`config.mk`:
```
export PLATFORM = sky130hd
export DESIGN_NAME = pgm_loader
export DESIGN_NICKNAME = d
export VERILOG_FILES = /design/src/rtl/pgm_loader.sv
export SDC_FILE = /design/constraint.sdc
export NUM_CORES = 1
export LEC_CHECK = 0
export ABC_AREA = 1
export BUFFER_PORTS_ARGS = -buffer_cell sky130_fd_sc_hd__buf_2
export CAP_MARGIN = 20
export CORE_MARGIN = 1.5
export CORE_UTILIZATION = 35
export CTS_CLUSTER_DIAMETER = 150
export DETAILED_ROUTE_END_ITERATION = 12
export GPL_TIMING_DRIVEN = 0
export SLEW_MARGIN = 20
export SYNTH_ARGS = -nofsm -noshare
export SYNTH_HDL_FRONTEND = slang
export SYNTH_SLANG_ARGS = --single-unit
```
`constraint.sdc`:
```
create_clock -name clk_i -period 2.64 [get_ports clk_i]
set_clock_uncertainty 0.1 [all_clocks]
set_input_delay 0.396 -clock clk_i [delete_from_list [all_inputs] [get_ports clk_i]]
set_output_delay 0.396 -clock clk_i [all_outputs]
set_load 0.05 [all_outputs]
```
`src/rtl/pgm_loader.sv`:
```
// Framed byte-stream loader for the program ROM: parses magic/addr/len/payload/checksum,
// streams payload into the ROM write port and gates the core reset until a good image lands.
module pgm_loader #(
  parameter int    ADDR_BUS_WIDTH = 16,
  parameter int    ROM_ADDR_WIDTH = 15,
  parameter logic [7:0] MAGIC     = 8'hA5,
  parameter int    RELEASE_DELAY  = 4,
  parameter string HOLD_ON_RESET  = "TRUE"
) (
  input  logic                      clk_i,
  input  logic                      rst_i,
  input  logic [7:0]                byte_i,
  input  logic                      byte_valid_i,
  output logic                      byte_ready_o,
  output logic [ADDR_BUS_WIDTH-1:0] pgm_addr_write_o,
  output logic [7:0]                pgm_data_write_o,
  output logic                      pgm_write_o,
  output logic                      core_rst_o,
  output logic                      busy_o,
  output logic                      done_o,
  output logic [1:0]                err_o
);

  typedef enum logic [3:0] {
    IDLE, ADDR_L, ADDR_H, LEN_L, LEN_H, DATA, CSUM, RELEASE, DONE, ERR
  } state_t;

  localparam logic [16:0] ROM_BYTES = 17'(1) << ROM_ADDR_WIDTH;
  localparam bit          HOLD      = (HOLD_ON_RESET == "TRUE");
  localparam logic [7:0]  DELAY     = 8'(RELEASE_DELAY);

  state_t      state;
  logic [7:0]  sum, rel_cnt;
  logic [15:0] ptr, len_r, rem;

  logic        accept;
  logic [7:0]  sum_nx;
  logic [15:0] len_full;
  logic [16:0] end_addr;

  assign accept   = byte_valid_i & byte_ready_o;
  assign sum_nx   = sum + byte_i;
  assign len_full = {byte_i, len_r[7:0]};
  assign end_addr = {1'b0, ptr} + {1'b0, len_full};

  assign byte_ready_o = (state != RELEASE);
  assign busy_o       = (state != IDLE) && (state != DONE) && (state != ERR);

  always_ff @(posedge clk_i or posedge rst_i) begin
    if (rst_i) begin
      state            <= HOLD ? IDLE : RELEASE;
      rel_cnt          <= DELAY;
      sum              <= '0;
      ptr              <= '0;
      len_r            <= '0;
      rem              <= '0;
      pgm_addr_write_o <= '0;
      pgm_data_write_o <= '0;
      pgm_write_o      <= 1'b0;
      core_rst_o       <= 1'b1;
      done_o           <= 1'b0;
      err_o            <= 2'd0;
    end else begin
      pgm_write_o <= 1'b0;
      if (state == RELEASE) begin
        // Release on the last count so it lands exactly RELEASE_DELAY edges after the checksum.
        if (rel_cnt <= 8'd1) begin
          core_rst_o <= 1'b0;
          done_o     <= 1'b1;
          state      <= DONE;
        end else begin
          rel_cnt <= rel_cnt - 8'd1;
        end
      end else if (accept) begin
        sum <= sum_nx;
        case (state)
          IDLE, DONE, ERR: begin
            if (byte_i == MAGIC) begin
              state      <= ADDR_L;
              core_rst_o <= 1'b1;
              done_o     <= 1'b0;
              err_o      <= 2'd0;
              sum        <= '0;
            end
          end
          ADDR_L: begin
            ptr[7:0] <= byte_i;
            state    <= ADDR_H;
          end
          ADDR_H: begin
            ptr[15:8] <= byte_i;
            state     <= LEN_L;
          end
          LEN_L: begin
            len_r[7:0] <= byte_i;
            state      <= LEN_H;
          end
          LEN_H: begin
            len_r <= len_full;
            rem   <= len_full;
            // 17-bit sum so a start near the top of the 16-bit space cannot wrap past the check.
            if (end_addr > ROM_BYTES) begin
              state <= ERR;
              err_o <= 2'd1;
            end else if (len_full == 16'd0) begin
              state <= CSUM;
            end else begin
              state <= DATA;
            end
          end
          DATA: begin
            pgm_write_o      <= 1'b1;
            pgm_addr_write_o <= ADDR_BUS_WIDTH'(ptr);
            pgm_data_write_o <= byte_i;
            ptr              <= ptr + 16'd1;
            rem              <= rem - 16'd1;
            if (rem == 16'd1) state <= CSUM;
          end
          CSUM: begin
            if (sum_nx == 8'd0) begin
              state   <= RELEASE;
              rel_cnt <= DELAY;
            end else begin
              state <= ERR;
              err_o <= 2'd2;
            end
          end
          default: state <= IDLE;
        endcase
      end
    end
  end

endmodule

```
==> metrics.md <==
| Metric | Value |
|---|---|
| GRT overflow | `0` |
| Drt drc | `0` |
| Final net count | `919` |
| Yosys top cell by area | `dfrtp_1` |
| Top cells by area, synth | `dfrtp_1 (37%), nand2_1 (14%), inv_1 (6.5%), ha_1 (5.9%), o21ai_0 (5.1%)` |
| Filler cell count | `1,700` |
| Worst path cell trace | `ha_4 > fa_2 > nand2_2 > nand2_2 > nand3_1 > nand2_1 > nand2_1 > nand2_1 > nor2_1 > nand3_1 > nor2_2 > nand2_1 > nand2_2 > nand3_1 > nand3_1 > nand2_1 > nand2_1` |
| Reg-to-reg endpoint | `state[2]$_DFFE_PP0P_` |
| Flops & latches, synth | `89` |
| Crit share post-route | `0.9528` |
| Multi-input gate area | `3219 um^2` |
| HP Class | `input pin to register` |
| Num rows | `47` |
| Initial core utilization | `0.3575` |
| Power density cells | `1190 nW/um^2` |
| Arrival time worst endpoint | `2.71 ns` |
| Synthesized Nets | `859` |
| Worst setup margin | `0.1246 ns` |
| Slew Viols, Final | `0` |
| Total number of vias | `5,455` |
| Post-synthesis sequential area ratio | `0.3774` |
| Syn-to-layout area delta | `16.37%` |
| Relative slew slack | `0.5399` |
| Hold Path Sink | `len_r[5]$_DFFE_PP0P_` |
| Slowest Stage Delay on Critical Path | `0.46 ns` |
| Root Driver | `clkbuf_16` |
| CTS buffer count | `9` |
| Core Footprint | `16,520 um^2` |
| Final setup violating endpoints | `0` |
| Hold_sp | `byte_i[5]` |
| Via/cell ratio | `4.946` |
| Die outline height | `132.9 um` |
| Initial antenna violation count | `0` |
| Post-synth EDFFs | `0` |
| Worst setup SP type | `register` |
| Slowest CP cell | `dfrtp_2` |
| Die width | `132.9 um` |
| CTS clk-pin slew, worst paths | `0.07 ns` |
| First-pass GRT wire length | `26,230 um` |
| Largest net degree at the start of global routing | `30` |
| Register Area | `2233 um^2` |
| Final hold vios | `0` |
| Max Fclk | `397.6 MHz` |
| Worst reg2reg path startpoint | `len_r[0]$_DFFE_PP0P_` |
| WL/cell | `14.64 um` |
| Most used cell, CP | `nand2_1` |
| Crit. path cell count | `17` |
| Unrepaired setup endpoints after global routing | `true` |
| Placer Congestion | `0.8667` |
| Leak | `3.466 nW` |
| CP required | `2.83 ns` |
| Max cap viols | `0` |
| Mapped cell area | `5908 um^2` |
| Cells after Synth | `818` |
| CP Buf/Inv Count | `0` |
| Yosys cell types | `48` |
| ANT nets after route | `0` |
| N_diodes | `0` |
| TritonCTS clock tree | `built` |
| Post-synth top flop | `dfrtp_1` |
| Count leader, synth | `nand2_1` |
| Synth Warn # | `0` |
| Die area | `17,670 um^2` |
| Post-DP HPWL | `12,480 um` |
| Crit-path max FO | `4` |
| Asr flop ratio synth | `1.000` |
| Port bufs | `41` |
| Hold Path Cell Cnt | `3` |
| Worst VDD drop | `0.5520 mV` |
| R2R setup slack | `0.12 ns` |
| DRT Wirelength | `16,150 um` |
| Vias in the first global route | `5,004` |
| Tmin final | `2.515 ns` |
| Syn_area_per_cell | `7.223 um^2` |
| Sink Count | `89` |
| I/O Pins | `42` |
| Tot GR Track Use | `0.1890` |
| Endpoint class of the critical path | `register` |
| Layout cell share with drive strength beyond 1 | `0.1540` |
| Clk buf depth | `2` |
| DR pass1 iterations | `5` |
| Outcome | `complete, no violations` |
| Worst-Margin Slew | `0.6849 ns` |
| Worst skew pair latency | `0.36 ns` |
| H-tree lvl count | `3` |
| Initial DRC Count | `424` |
| Share of the synthesized area in the top cell type | `0.3685` |
| R2R depth | `17` |
| Pre-CTS setup slack | `-0.08785 ns` |
| Worst Path Class, Setup | `register to register` |
| Total negative slack | `0 ns` |
| Placed insts | `1,082` |
| Top cells by count, synth | `nand2_1 (227), inv_1 (102), dfrtp_1 (87), nor2_1 (68), o21ai_0 (60)` |
| Top cell family by delay on the critical path | `simple AND/OR/NAND/NOR gates` |
| Layout Cells excl Fill | `1,103` |
==> placed cells by master, fill, tap and decap left out, types with 4 or more instances in the layout <==
master,count
o22ai_1,4
a21oi_1,34
xor2_1,15
inv_1,101
inv_2,18
dfrtp_1,84
nand2_1,224
nor3_1,8
buf_4,4
nor2_1,66
nor2_2,6
nand3b_1,4
ha_1,23
nand2_2,6
clkbuf_16,9
nand4_1,13
nor3_2,5
xnor2_1,8
nand3_1,42
buf_2,50
o21ai_0,60
clkbuf_1,5
a31oi_1,13
o21ai_1,13
nor2_4,4
==> worst reg2reg max path, stage by stage, from the launching register on <==
cell,delay [ns]
dfrtp_2,0.46
ha_4,0.19
fa_2,0.42
nand2_2,0.09
nand2_2,0.06
nand3_1,0.11
nand2_1,0.06
nand2_1,0.06
nand2_1,0.04
nor2_1,0.08
nand3_1,0.12
nor2_2,0.13
nand2_1,0.07
nand2_2,0.09
nand3_1,0.13
nand3_1,0.12
nand2_1,0.05
nand2_1,0.07
==> area by class of cell <==
cell class | count | share of cell area
multi-input cells | 592 | 0.4682
plain buffers | 15 | 0.01092
clock inverters | 7 | 0.01056
clock buffers | 9 | 0.03276
repair buffers | 49 | 0.04550
well taps | 220 | 0.04004
inverters | 122 | 0.06715
flip-flops and latches | 89 | 0.3248
==> layer usage <==
| metal | global-route usage | vias to the layer above | share of wire |
|---|---|---|---|
| met4 | 0.05617 | 0 | 0.020 |
| met3 | 0.03946 | 23 | 0.047 |
| li1 | - | 2781 | - |
| met2 | 0.2841 | 120 | 0.43 |
| met1 | 0.2725 | 2531 | 0.50 |
| met5 | 0 | - | 0 |
==> state kept, by name, indices dropped and copies added, names as in the netlist <==
signal / cells
pgm_addr_write_o: 16
ptr: 16
rem: 16
len_r: 8
pgm_data_write_o: 8
rel_cnt: 8
sum: 8
state: 4
err_o: 2
core_rst_o: 1
done_o: 1
pgm_write_o: 1
==> repair_timing <==
action,in CTS,in global routing
setup buffers,0,4
hold endpoints to repair,13,0
gates resized for setup,4,15
hold buffers,1,0
setup endpoints to repair,6,7
pin swaps,0,4
==> stage by stage <==
step | total power (W) | hold slack [ns] | cell area [um^2] | util
2_1_floorplan | 0.005678 | 0.3570 | 5912 | -
3_3_place_gp | 0.006643 | 0.3535 | 6392 | 0.3868
6_report | 0.008185 | 0.3141 | 6875 | 0.4161
4_1_cts | 0.008051 | 0.2987 | 6777 | 0.4101
3_5_place_dp | 0.006706 | 0.3422 | 6460 | 0.3909
5_1_grt | 0.008915 | 0.3135 | 6875 | 0.4161
==> cells by family after synthesis <==
logic type	after synthesis	share of synthesized area
AND/OR/NAND/NOR	390	0.2855
AO/OA/AOI/OAI	146	0.1404
buffers and inverters	137	0.09022
flip-flops	89	0.3774
adder cells (fa/ha/maj)	30	0.06607
XOR/XNOR	24	0.03685
multiplexers	2	0.003600
==> worst max-delay path by stage <==
stage	startpoint	to	slack (ns)
after detailed placement	byte_i[0]	rel_cnt[4]$_DFFE_PP0P_	-0.09
final	len_r[0]$_DFFE_PP0P_	state[2]$_DFFE_PP0P_	0.12
after global placement	ptr[0]$_DFFE_PP0P_	state[3]$_DFFE_PP0P_	-0.06
after CTS	ptr[0]$_DFFE_PP0P_	state[0]$_DFFE_PP0P_	0.007
after floorplan	ptr[0]$_DFFE_PP0P_	state[3]$_DFFE_PP0P_	0.26
after global routing	len_r[0]$_DFFE_PP0P_	state[0]$_DFFE_PP0P_	-0.11
==> report_power, final <==
| group | leakage [nW] | switching, W | internal (W) | total [W] |
|---|---|---|---|---|
| Combinational | 2.27 | 0.00294 | 0.00149 | 0.00443 |
| Sequential | 1.05 | 0.000542 | 0.00192 | 0.00246 |
| Clock | 0.143 | 0.000626 | 0.000668 | 0.00129 |
Power figures use the tool's default switching activity.
